File: src/rtl/muldiv_seq_pkg.sv
// muldiv_seq_pkg: shared definitions for the mul/div issue controller.
//   - one-hot op bit positions carried on req_op
//   - controller state encoding
//   - divide-by-zero result constants (quotient fill; remainder is the dividend)
package muldiv_seq_pkg;

    localparam int unsigned MD_OP_W      = 4;
    localparam int unsigned MD_OP_MUL_LO = 0;
    localparam int unsigned MD_OP_MOD    = 1;
    localparam int unsigned MD_OP_MUL_HI = 2;
    localparam int unsigned MD_OP_DIV    = 3;

    typedef enum logic [1:0] {
        MD_IDLE,
        MD_ISSUE,
        MD_WAIT,
        MD_DONE
    } md_state_e;

    // Quotient returned for x/0; sliced down to XLEN by the user.
    localparam logic [63:0] MD_DIV0_QUO = '1;

    // A request is only acted on when exactly one op bit is set.
    function automatic logic md_op_legal(input logic [MD_OP_W-1:0] op);
        return $onehot(op);
    endfunction

endpackage

File: src/rtl/muldiv_seq_if.sv
// muldiv_seq_if: EXE-side request/response bundle of the mul/div controller.
//   req_valid/req_ready  request handshake
//   req_op/req_sign/req_src1/req_src2  one-hot op, signedness, operands
//   flush                cancel from EXE (exception/ertn/stall)
//   resp_valid/resp_ready/resp_data  result handshake
// master = EXE stage, slave = muldiv_seq.
interface muldiv_seq_if #(
    parameter int XLEN = 32
);
    logic            req_valid;
    logic            req_ready;
    logic [3:0]      req_op;
    logic            req_sign;
    logic [XLEN-1:0] req_src1;
    logic [XLEN-1:0] req_src2;
    logic            flush;
    logic            resp_valid;
    logic            resp_ready;
    logic [XLEN-1:0] resp_data;

    modport master (
        output req_valid, req_op, req_sign, req_src1, req_src2, flush, resp_ready,
        input  req_ready, resp_valid, resp_data
    );

    modport slave (
        input  req_valid, req_op, req_sign, req_src1, req_src2, flush, resp_ready,
        output req_ready, resp_valid, resp_data
    );
endinterface

File: src/rtl/muldiv_seq_md_result_cache.sv
// md_result_cache: one-entry cache of the last completed divide.
// Ports:
//   clk, reset                      clock, synchronous active-high reset (clears valid)
//   load, load_sign/a/b             write tag {sign,a,b} together with ...
//   load_quo, load_rem              ... both quotient and remainder
//   lookup_sign/a/b                 tag presented by a new request
//   hit, hit_quo, hit_rem           combinational match and stored results
module md_result_cache
    import muldiv_seq_pkg::*;
#(
    parameter bit CACHE_EN = 1'b1,
    parameter int XLEN     = 32
) (
    input  logic            clk,
    input  logic            reset,
    input  logic            load,
    input  logic            load_sign,
    input  logic [XLEN-1:0] load_a,
    input  logic [XLEN-1:0] load_b,
    input  logic [XLEN-1:0] load_quo,
    input  logic [XLEN-1:0] load_rem,
    input  logic            lookup_sign,
    input  logic [XLEN-1:0] lookup_a,
    input  logic [XLEN-1:0] lookup_b,
    output logic            hit,
    output logic [XLEN-1:0] hit_quo,
    output logic [XLEN-1:0] hit_rem
);

    logic            valid_q;
    logic            tag_sign_q;
    logic [XLEN-1:0] tag_a_q;
    logic [XLEN-1:0] tag_b_q;
    logic [XLEN-1:0] quo_q;
    logic [XLEN-1:0] rem_q;

    always_ff @(posedge clk) begin
        if (reset) begin
            valid_q    <= 1'b0;
            tag_sign_q <= 1'b0;
            tag_a_q    <= '0;
            tag_b_q    <= '0;
            quo_q      <= '0;
            rem_q      <= '0;
        end else if (load) begin
            valid_q    <= 1'b1;
            tag_sign_q <= load_sign;
            tag_a_q    <= load_a;
            tag_b_q    <= load_b;
            quo_q      <= load_quo;
            rem_q      <= load_rem;
        end
    end

    always_comb begin
        hit = CACHE_EN && valid_q
              && (tag_sign_q == lookup_sign)
              && (tag_a_q == lookup_a)
              && (tag_b_q == lookup_b);
    end

    assign hit_quo = quo_q;
    assign hit_rem = rem_q;

endmodule

File: src/rtl/muldiv_seq.sv
// muldiv_seq: issue/sequence controller between EXE and the shared MUL and DIV units.
// Accepts one request at a time, registers the operands, pulses the selected unit's
// start, waits for its done, and holds the selected result until EXE takes it.
// Divide-by-zero and repeat div/mod on identical operands complete without the unit.
// Ports:
//   clk, reset        clock, synchronous active-high reset
//   exe               EXE request/response/flush bundle (slave side)
//   mul_start         one-cycle start to multiplier
//   mul_done/hi/lo    multiplier completion and result words
//   div_start         one-cycle start to divider
//   div_done/quo/rem  divider completion and results
//   unit_flush        cancel to both units when an in-flight op is flushed
//   op_a/op_b/op_sign registered operands driven to the units
//   busy              controller not idle
module muldiv_seq
    import muldiv_seq_pkg::*;
#(
    parameter bit CACHE_EN = 1'b1,
    parameter int XLEN     = 32
) (
    input  logic              clk,
    input  logic              reset,
    muldiv_seq_if.slave       exe,
    output logic              mul_start,
    input  logic              mul_done,
    input  logic [XLEN-1:0]   mul_hi,
    input  logic [XLEN-1:0]   mul_lo,
    output logic              div_start,
    input  logic              div_done,
    input  logic [XLEN-1:0]   div_quo,
    input  logic [XLEN-1:0]   div_rem,
    output logic              unit_flush,
    output logic [XLEN-1:0]   op_a,
    output logic [XLEN-1:0]   op_b,
    output logic              op_sign,
    output logic              busy
);

    md_state_e            state_q, state_d;
    logic [MD_OP_W-1:0]   op_q;
    logic [XLEN-1:0]      result_q, result_d;
    logic                 result_we;
    logic                 cache_load;
    logic                 cache_hit;
    logic [XLEN-1:0]      cache_quo;
    logic [XLEN-1:0]      cache_rem;

    logic                 accept;
    logic                 req_legal;
    logic                 req_divmod;
    logic                 req_div0;
    logic                 op_is_mul;

    assign exe.req_ready  = (state_q == MD_IDLE) && !exe.flush;
    assign exe.resp_valid = (state_q == MD_DONE);
    assign exe.resp_data  = result_q;
    assign busy           = (state_q != MD_IDLE);

    assign accept     = exe.req_valid && exe.req_ready;
    assign req_legal  = md_op_legal(exe.req_op);
    assign req_divmod = req_legal && (exe.req_op[MD_OP_DIV] || exe.req_op[MD_OP_MOD]);
    assign req_div0   = req_divmod && (exe.req_src2 == '0);
    assign op_is_mul  = op_q[MD_OP_MUL_LO] || op_q[MD_OP_MUL_HI];

    md_result_cache #(
        .CACHE_EN (CACHE_EN),
        .XLEN     (XLEN)
    ) u_cache (
        .clk         (clk),
        .reset       (reset),
        .load        (cache_load),
        .load_sign   (op_sign),
        .load_a      (op_a),
        .load_b      (op_b),
        .load_quo    (div_quo),
        .load_rem    (div_rem),
        .lookup_sign (exe.req_sign),
        .lookup_a    (exe.req_src1),
        .lookup_b    (exe.req_src2),
        .hit         (cache_hit),
        .hit_quo     (cache_quo),
        .hit_rem     (cache_rem)
    );

    always_ff @(posedge clk) begin
        if (reset) begin
            state_q  <= MD_IDLE;
            op_q     <= '0;
            op_sign  <= 1'b0;
            op_a     <= '0;
            op_b     <= '0;
            result_q <= '0;
        end else begin
            state_q <= state_d;
            // Illegal ops are latched too; they simply never leave IDLE.
            if (accept) begin
                op_q    <= exe.req_op;
                op_sign <= exe.req_sign;
                op_a    <= exe.req_src1;
                op_b    <= exe.req_src2;
            end
            if (result_we) begin
                result_q <= result_d;
            end
        end
    end

    always_comb begin
        state_d    = state_q;
        result_d   = result_q;
        result_we  = 1'b0;
        cache_load = 1'b0;
        mul_start  = 1'b0;
        div_start  = 1'b0;
        unit_flush = 1'b0;

        case (state_q)
            MD_IDLE: begin
                if (accept && req_legal) begin
                    if (req_div0) begin
                        state_d   = MD_DONE;
                        result_we = 1'b1;
                        result_d  = exe.req_op[MD_OP_DIV] ? MD_DIV0_QUO[XLEN-1:0]
                                                          : exe.req_src1;
                    end else if (req_divmod && cache_hit) begin
                        state_d   = MD_DONE;
                        result_we = 1'b1;
                        result_d  = exe.req_op[MD_OP_DIV] ? cache_quo : cache_rem;
                    end else begin
                        state_d = MD_ISSUE;
                    end
                end
            end
            MD_ISSUE: begin
                mul_start = op_is_mul;
                div_start = !op_is_mul;
                state_d   = MD_WAIT;
            end
            MD_WAIT: begin
                if (op_is_mul && mul_done) begin
                    state_d   = MD_DONE;
                    result_we = 1'b1;
                    result_d  = op_q[MD_OP_MUL_HI] ? mul_hi : mul_lo;
                end else if (!op_is_mul && div_done) begin
                    state_d    = MD_DONE;
                    result_we  = 1'b1;
                    result_d   = op_q[MD_OP_DIV] ? div_quo : div_rem;
                    cache_load = 1'b1;
                end
            end
            MD_DONE: begin
                if (exe.resp_ready) begin
                    state_d = MD_IDLE;
                end
            end
            default: state_d = MD_IDLE;
        endcase

        // Flush overrides everything decided above, including a same-cycle done,
        // so a cancelled divide never reaches the cache.
        if (exe.flush) begin
            state_d    = MD_IDLE;
            result_we  = 1'b0;
            cache_load = 1'b0;
            mul_start  = 1'b0;
            div_start  = 1'b0;
            unit_flush = !reset && ((state_q == MD_ISSUE) || (state_q == MD_WAIT));
        end
    end

endmodule

File: src/flat_wrapper.sv
// flat-port wrapper written by rule: the top's interface ports become plain ports
module muldiv_seq_flat import muldiv_seq_pkg::*;
#(
    parameter bit CACHE_EN = 1'b1,
    parameter int XLEN     = 32
)
  (clk, reset, mul_start, mul_done, mul_hi, mul_lo, div_start, div_done, div_quo, div_rem, unit_flush, op_a, op_b, op_sign, busy, exe_req_valid, exe_req_op, exe_req_sign, exe_req_src1, exe_req_src2, exe_flush, exe_resp_ready, exe_req_ready, exe_resp_valid, exe_resp_data);
  muldiv_seq_if #(.XLEN(XLEN)) exe_i ();
  input  logic clk;
  input  logic reset;
  output logic mul_start;
  input  logic mul_done;
  input  logic [XLEN-1:0] mul_hi;
  input  logic [XLEN-1:0] mul_lo;
  output logic div_start;
  input  logic div_done;
  input  logic [XLEN-1:0] div_quo;
  input  logic [XLEN-1:0] div_rem;
  output logic unit_flush;
  output logic [XLEN-1:0] op_a;
  output logic [XLEN-1:0] op_b;
  output logic op_sign;
  output logic busy;
  input wire logic [$bits(exe_i.req_valid)-1:0] exe_req_valid;
  input wire logic [$bits(exe_i.req_op)-1:0] exe_req_op;
  input wire logic [$bits(exe_i.req_sign)-1:0] exe_req_sign;
  input wire logic [$bits(exe_i.req_src1)-1:0] exe_req_src1;
  input wire logic [$bits(exe_i.req_src2)-1:0] exe_req_src2;
  input wire logic [$bits(exe_i.flush)-1:0] exe_flush;
  input wire logic [$bits(exe_i.resp_ready)-1:0] exe_resp_ready;
  output wire logic [$bits(exe_i.req_ready)-1:0] exe_req_ready;
  output wire logic [$bits(exe_i.resp_valid)-1:0] exe_resp_valid;
  output wire logic [$bits(exe_i.resp_data)-1:0] exe_resp_data;
  assign exe_i.req_valid = exe_req_valid;
  assign exe_i.req_op = exe_req_op;
  assign exe_i.req_sign = exe_req_sign;
  assign exe_i.req_src1 = exe_req_src1;
  assign exe_i.req_src2 = exe_req_src2;
  assign exe_i.flush = exe_flush;
  assign exe_i.resp_ready = exe_resp_ready;
  assign exe_req_ready = exe_i.req_ready;
  assign exe_resp_valid = exe_i.resp_valid;
  assign exe_resp_data = exe_i.resp_data;
  muldiv_seq #(.CACHE_EN(CACHE_EN), .XLEN(XLEN)) u_core (.clk(clk), .reset(reset), .exe(exe_i), .mul_start(mul_start), .mul_done(mul_done), .mul_hi(mul_hi), .mul_lo(mul_lo), .div_start(div_start), .div_done(div_done), .div_quo(div_quo), .div_rem(div_rem), .unit_flush(unit_flush), .op_a(op_a), .op_b(op_b), .op_sign(op_sign), .busy(busy));
endmodule
File: config.mk
export PLATFORM = sky130hd
export DESIGN_NAME = muldiv_seq_flat
export DESIGN_NICKNAME = d
export VERILOG_FILES = /design/src/rtl/muldiv_seq_pkg.sv /design/src/rtl/muldiv_seq_if.sv /design/src/rtl/muldiv_seq_md_result_cache.sv /design/src/rtl/muldiv_seq.sv /design/src/flat_wrapper.sv
export SDC_FILE = /design/constraint.sdc
export NUM_CORES = 1
export LEC_CHECK = 0
export ABC_AREA = 1
export CORE_ASPECT_RATIO = 1.1
export CORE_MARGIN = 2
export CORE_UTILIZATION = 25
export CTS_CLUSTER_DIAMETER = 120
export DETAILED_ROUTE_END_ITERATION = 10
export GPL_TIMING_DRIVEN = 0
export PLACE_DENSITY = 0.46
export SLEW_MARGIN = 30
export SYNTH_ARGS = -nofsm -noshare
export SYNTH_HDL_FRONTEND = slang
export SYNTH_HIERARCHICAL = 1
export SYNTH_SLANG_ARGS = --single-unit
File: constraint.sdc
create_clock -name clk -period 3.2 [get_ports clk]
set_input_delay 0.64 -clock clk [delete_from_list [all_inputs] [get_ports clk]]
set_output_delay 0.64 -clock clk [all_outputs]
set_load 0.01 [all_outputs]
==> tab_implementation.tex <==
\begin{tabular}{lr}
\hline
Metric & Value \\
\hline
\multicolumn{2}{l}{\textbf{Min path}} \\
Hold Crit Class & flop to flop \\
HP Start & u\_core/u\_cache/hit\_quo[13]\$\_SDFFE\_PP0P\_ \\
\multicolumn{2}{l}{\textbf{Placed design}} \\
Number of port buffers & 305 \\
Half-perimeter wire length of the detailed placement result & 42,900 µm \\
Placed instance area & 0.0160 mm² \\
Gpl congestion & 0.872 \\
Placed Cells incl. Taps & 2,855 \\
\multicolumn{2}{l}{\textbf{Synthesis}} \\
Compound-Gate Fraction of Synth Area & 0.145 \\
Sequential cell area fraction in the yosys report & 0.382 \\
Synthesized-area fraction occupied by and/or/nand/nor cells & 0.358 \\
Share of synthesized area spent on multiplexers & 0 \\
Number of synthesized flops with an enable pin & 0 \\
Arithmetic-cell share of the synthesized area counting full adders, half adders and majority gates & 0.00783 \\
Top\_reg\_cell synth & sky130\_fd\_sc\_hd\_\_dfxtp\_1 \\
Synth Area in XOR/XNOR & 0.0137 \\
Top cell type by total area after synthesis & sky130\_fd\_sc\_hd\_\_dfxtp\_1 \\
Yosys warning total & 6 \\
Mapped Avg Cell Area & 6.38 µm² \\
Share of the synthesized area in the top cell type & 0.382 \\
Synth async-reset ratio & 0 \\
Top area cells in the synthesized netlist & sky130\_fd\_sc\_hd\_\_dfxtp\_1, sky130\_fd\_sc\_hd\_\_nand2\_1, sky130\_fd\_sc\_hd\_\_nor2\_1 \\
Post-Synthesis Net Count & 2,116 \\
Dominant combinational cell family by area after synthesis & simple AND/OR/NAND/NOR gates \\
Mapped cell area & 0.0121 mm² \\
Yosys cell types & 32 \\
Number of storage elements in the synthesis netlist & 232 \\
Number of instances in the synthesized netlist & 1,905 \\
\multicolumn{2}{l}{\textbf{CTS}} \\
Total number of clock tree sinks & 232 \\
TritonCTS clock tree & done \\
Hold Buf Count CTS & 0 \\
Max Root-Sink Buffers & 3 \\
TritonCTS Buffers & 29 \\
Clock H-tree levels & 1 \\
Root Buffer Master & sky130\_fd\_sc\_hd\_\_clkbuf\_16 \\
Post-CTS clock slew at the launch and capture registers of the worst setup and hold paths & 0.06 ns \\
Clock latency reported for the late side of the worst-skew pair & 0.58 ns \\
\multicolumn{2}{l}{\textbf{Critical path}} \\
Worst setup path category & primary input to flop \\
Number of buffers and inverters on the critical path & 5 \\
Req. time, crit path & 3.66 ns \\
Kind of end point of the critical path & flop \\
Worst setup path end & u\_core/exe.resp\_data[12]\$\_SDFFE\_PP0P\_ \\
Startpoint type of the worst setup path & primary input \\
End of the worst register-to-register path & u\_core/u\_cache/tag\_a\_q[16]\$\_SDFFE\_PP0P\_ \\
Cell count of the worst reg-to-reg path & 10 \\
CP Cell Sequence & clkdlybuf4s50\_1 -> inv\_2 -> fa\_1 -> inv\_1 -> ha\_1 -> ha\_4 -> nor2\_2 -> nand2\_2 -> nor2\_4 -> inv\_2 -> nor2\_4 -> nand2\_2 -> nand3\_4 -> nand2\_8 -> buf\_4 -> nor2\_1 -> nor2\_1 \\
Slowest library cell on the worst path & sky130\_fd\_sc\_hd\_\_fa\_1 \\
Data arrival, critical path & 3.50 ns \\
Worst reg-to-reg setup slack & 0.30 ns \\
Worst stage delay on the critical path & 0.54 ns \\
Stages on worst setup path & 17 \\
Crit Path Max Fanout & 10 \\
Worst setup path startpoint & exe\_req\_op[0] \\
Family with the most delay on the worst path & simple AND/OR/NAND/NOR gates \\
Launch point of the worst reg-to-reg path & u\_core/state\_q[0]\$\_SDFFE\_PP0P\_ \\
\multicolumn{2}{l}{\textbf{Routing}} \\
Number of detailed-route iterations in the first pass & 5 \\
Total via count after detailed routing & 13,100 \\
Drc violations & 0 \\
Total wire length after detailed routing & 54,500 µm \\
Initial DRC Count & 817 \\
Routed wire length per instance & 18.7 µm \\
Post-detailed-route via-to-cell ratio & 4.51 \\
Antenna Nets Post-Route & 0 \\
\multicolumn{2}{l}{\textbf{Timing}} \\
Fin crit period & 3.04 ns \\
Worst relative slew slack & 0.468 \\
Count of final hold-check violations & 0 \\
Total count of max-transition violations in the final report & 0 \\
Post-Route Skew & 0.0200 ns \\
Fmax & 0.328 GHz \\
Final cycle utilization of the critical path & 0.951 \\
Number of endpoints failing setup at the final stage & 0 \\
Worst Hold Slack & 0.458 ns \\
Slew at the pin with the worst max-slew slack & 0.798 ns \\
\multicolumn{2}{l}{\textbf{Finish}} \\
Number of standard cells in the layout, taps in and fillers out & 2,913 \\
Ratio of cells with drive above 1 in the final layout & 0.0776 \\
Area added between synthesis and finish & 42.3\% \\
ANT cells & 0 \\
Design area & 0.0173 mm² \\
Most frequent cells in the layout & sky130\_fd\_sc\_hd\_\_nand2\_1, sky130\_fd\_sc\_hd\_\_nor2\_1, sky130\_fd\_sc\_hd\_\_clkdlybuf4s50\_1 \\
Commonest non-fill, non-tap cell in the layout & sky130\_fd\_sc\_hd\_\_nand2\_1 \\
Area occupied by multi-input gates & 0.00651 mm² \\
Core utilization of the finished layout & 0.361 \\
Fill cell instance count of the final layout & 5,324 \\
Area occupied by registers & 0.00464 mm² \\
Net count reported at finish & 2,456 \\
\multicolumn{2}{l}{\textbf{Die}} \\
Width of the die & 214 µm \\
Die outline height & 235 µm \\
Number of placement rows & 84 \\
Full die area & 0.0504 mm² \\
Initial core utilization & 0.253 \\
Placeable core region & 0.0479 mm² \\
Ports & 307 \\
\multicolumn{2}{l}{\textbf{Status}} \\
Outcome & finished clean \\
\multicolumn{2}{l}{\textbf{GRT}} \\
Initial antenna violation count & 1 \\
Global Route Usage Sum & 0.209 \\
Pin count of the biggest net entering global routing & 17 \\
Via count of the first global-routing pass & 12,900 \\
Leftover overflow at the end of global routing & 0 \\
Global-route wire length before repair & 79,900 µm \\
\multicolumn{2}{l}{\textbf{Pwr}} \\
Switching power summed over all nets & 0.00215 W \\
Part of the total power dissipated in sequential elements & 0.389 \\
Relative contribution of combinational cells to total power & 0.161 \\
Clk pwr share & 0.451 \\
Internal power component & 0.00572 W \\
Power density over the cells & 455 mW/mm² \\
Switching fraction of total power & 0.273 \\
Leakage component of the power & 7.08 nW \\
Overall power of the completed layout & 0.00787 W \\
Largest voltage drop on the vdd net & 0.324 mV \\
\multicolumn{2}{l}{\textbf{Job}} \\
Reported max-cap violation count & 0 \\
\hline
\end{tabular}
==> worst min-delay path, stage by stage (launching register included) <==
cell and delay [ns]:
sky130_fd_sc_hd__dfxtp_1 0.31, sky130_fd_sc_hd__nand2_1 0.06, sky130_fd_sc_hd__a21oi_1 0.05
==> repair_timing <==
item	in CTS	in global routing
endpoints found under the hold margin	0	0
gates cloned	1	1
buffers inserted	1	3
endpoints found under the setup margin	34	43
resized for setup	13	44
pin swaps	2	12
==> state kept, by name, indices dropped and copies added (netlist names) <==
signal	flops
u_core/exe.resp_data	32
u_core/op_a	32
u_core/op_b	32
u_core/u_cache/hit_quo	32
u_core/u_cache/hit_rem	32
u_core/u_cache/tag_a_q	32
u_core/u_cache/tag_b_q	32
u_core/op_q	3
u_core/state_q	2
u_core/op_sign	1
u_core/u_cache/tag_sign_q	1
u_core/u_cache/valid_q	1
==> stage by stage <==
step,setup WS (ns),setup TNS [ns]
after floorplan,0.0595,0
after global placement,-1.35,-44.10
after detailed placement,-1.38,-44.74
after CTS,0.0542,0
after global routing,-0.00560,-0.00851
final,0.156,0
==> cells in the mapped netlist, types with 3 or more instances <==
| cell type | number |
|---|---|
| sky130_fd_sc_hd__buf_6 | 11 |
| sky130_fd_sc_hd__buf_4 | 6 |
| sky130_fd_sc_hd__a21oi_1 | 103 |
| sky130_fd_sc_hd__buf_2 | 38 |
| sky130_fd_sc_hd__ha_1 | 6 |
| sky130_fd_sc_hd__nand2_1 | 574 |
| sky130_fd_sc_hd__a211oi_1 | 4 |
| sky130_fd_sc_hd__nand3_1 | 133 |
| sky130_fd_sc_hd__nor3_1 | 3 |
| sky130_fd_sc_hd__nand4_1 | 6 |
| sky130_fd_sc_hd__dfxtp_1 | 232 |
| sky130_fd_sc_hd__clkbuf_1 | 52 |
| sky130_fd_sc_hd__inv_2 | 6 |
| sky130_fd_sc_hd__nor2_2 | 3 |
| sky130_fd_sc_hd__o21bai_1 | 32 |
| sky130_fd_sc_hd__inv_1 | 126 |
| sky130_fd_sc_hd__a211oi_2 | 29 |
| sky130_fd_sc_hd__xnor2_1 | 16 |
| sky130_fd_sc_hd__o22ai_1 | 10 |
| sky130_fd_sc_hd__xor2_1 | 3 |
| sky130_fd_sc_hd__o21ai_0 | 111 |
| sky130_fd_sc_hd__buf_1 | 15 |
| sky130_fd_sc_hd__nor2_1 | 377 |
==> cells by family (layout without fill, tap and decap cells) <==
| family | Yosys count | after routing |
|---|---|---|
| and+or+nand+nor | 1101 | 1102 |
| AOI/OAI and AO/OA | 289 | 289 |
| buffers and inverters | 257 | 619 |
| DFF | 232 | 232 |
| xor gates and xnor gates | 19 | 19 |
| adders and majority gates | 7 | 7 |
==> how the worst min path moves through the flow <==
stage	to	cells past startpoint
floorplan	u_core/u_cache/valid_q$_SDFFE_PP0P_	2
global placement	u_core/u_cache/hit_quo[19]$_SDFFE_PP0P_	2
detailed placement	u_core/u_cache/hit_quo[19]$_SDFFE_PP0P_	2
CTS	u_core/u_cache/hit_quo[19]$_SDFFE_PP0P_	2
global route	u_core/u_cache/hit_rem[10]$_SDFFE_PP0P_	2
finish	u_core/u_cache/hit_quo[13]$_SDFFE_PP0P_	2
==> layout make-up <==
type                    count  share of cell area
well taps                 645              0.0467
plain buffers             121              0.0379
clock inverters            14              0.0120
inverters                 134              0.0295
flip-flops and latches    232               0.269
clock buffers              40              0.0473
multi-input cells        1417               0.377
repair buffers            310               0.181
==> layer usage <==
layer / vias to the layer above / part of all wire / global-route usage
met5: - / 0.00024 / 0
met4: 2 / 0.020 / 0.0507
met3: 49 / 0.061 / 0.0441
met2: 363 / 0.48 / 0.363
met1: 6044 / 0.44 / 0.263
li1: 6689 / - / -
==> power by group through the flow <==
stage / Sequential (W) / Clock, W / Combinational (W)
global route: 0.00307 / 0.00375 / 0.00138
global placement: 0.00312 / 0 / 0.00123
floorplan: 0.00313 / 0 / 0.000478
CTS: 0.00306 / 0.00365 / 0.00125
finish: 0.00306 / 0.00355 / 0.00126
detailed placement: 0.00312 / 0 / 0.00123
No activity file was read; power rests on OpenSTA's default activity.
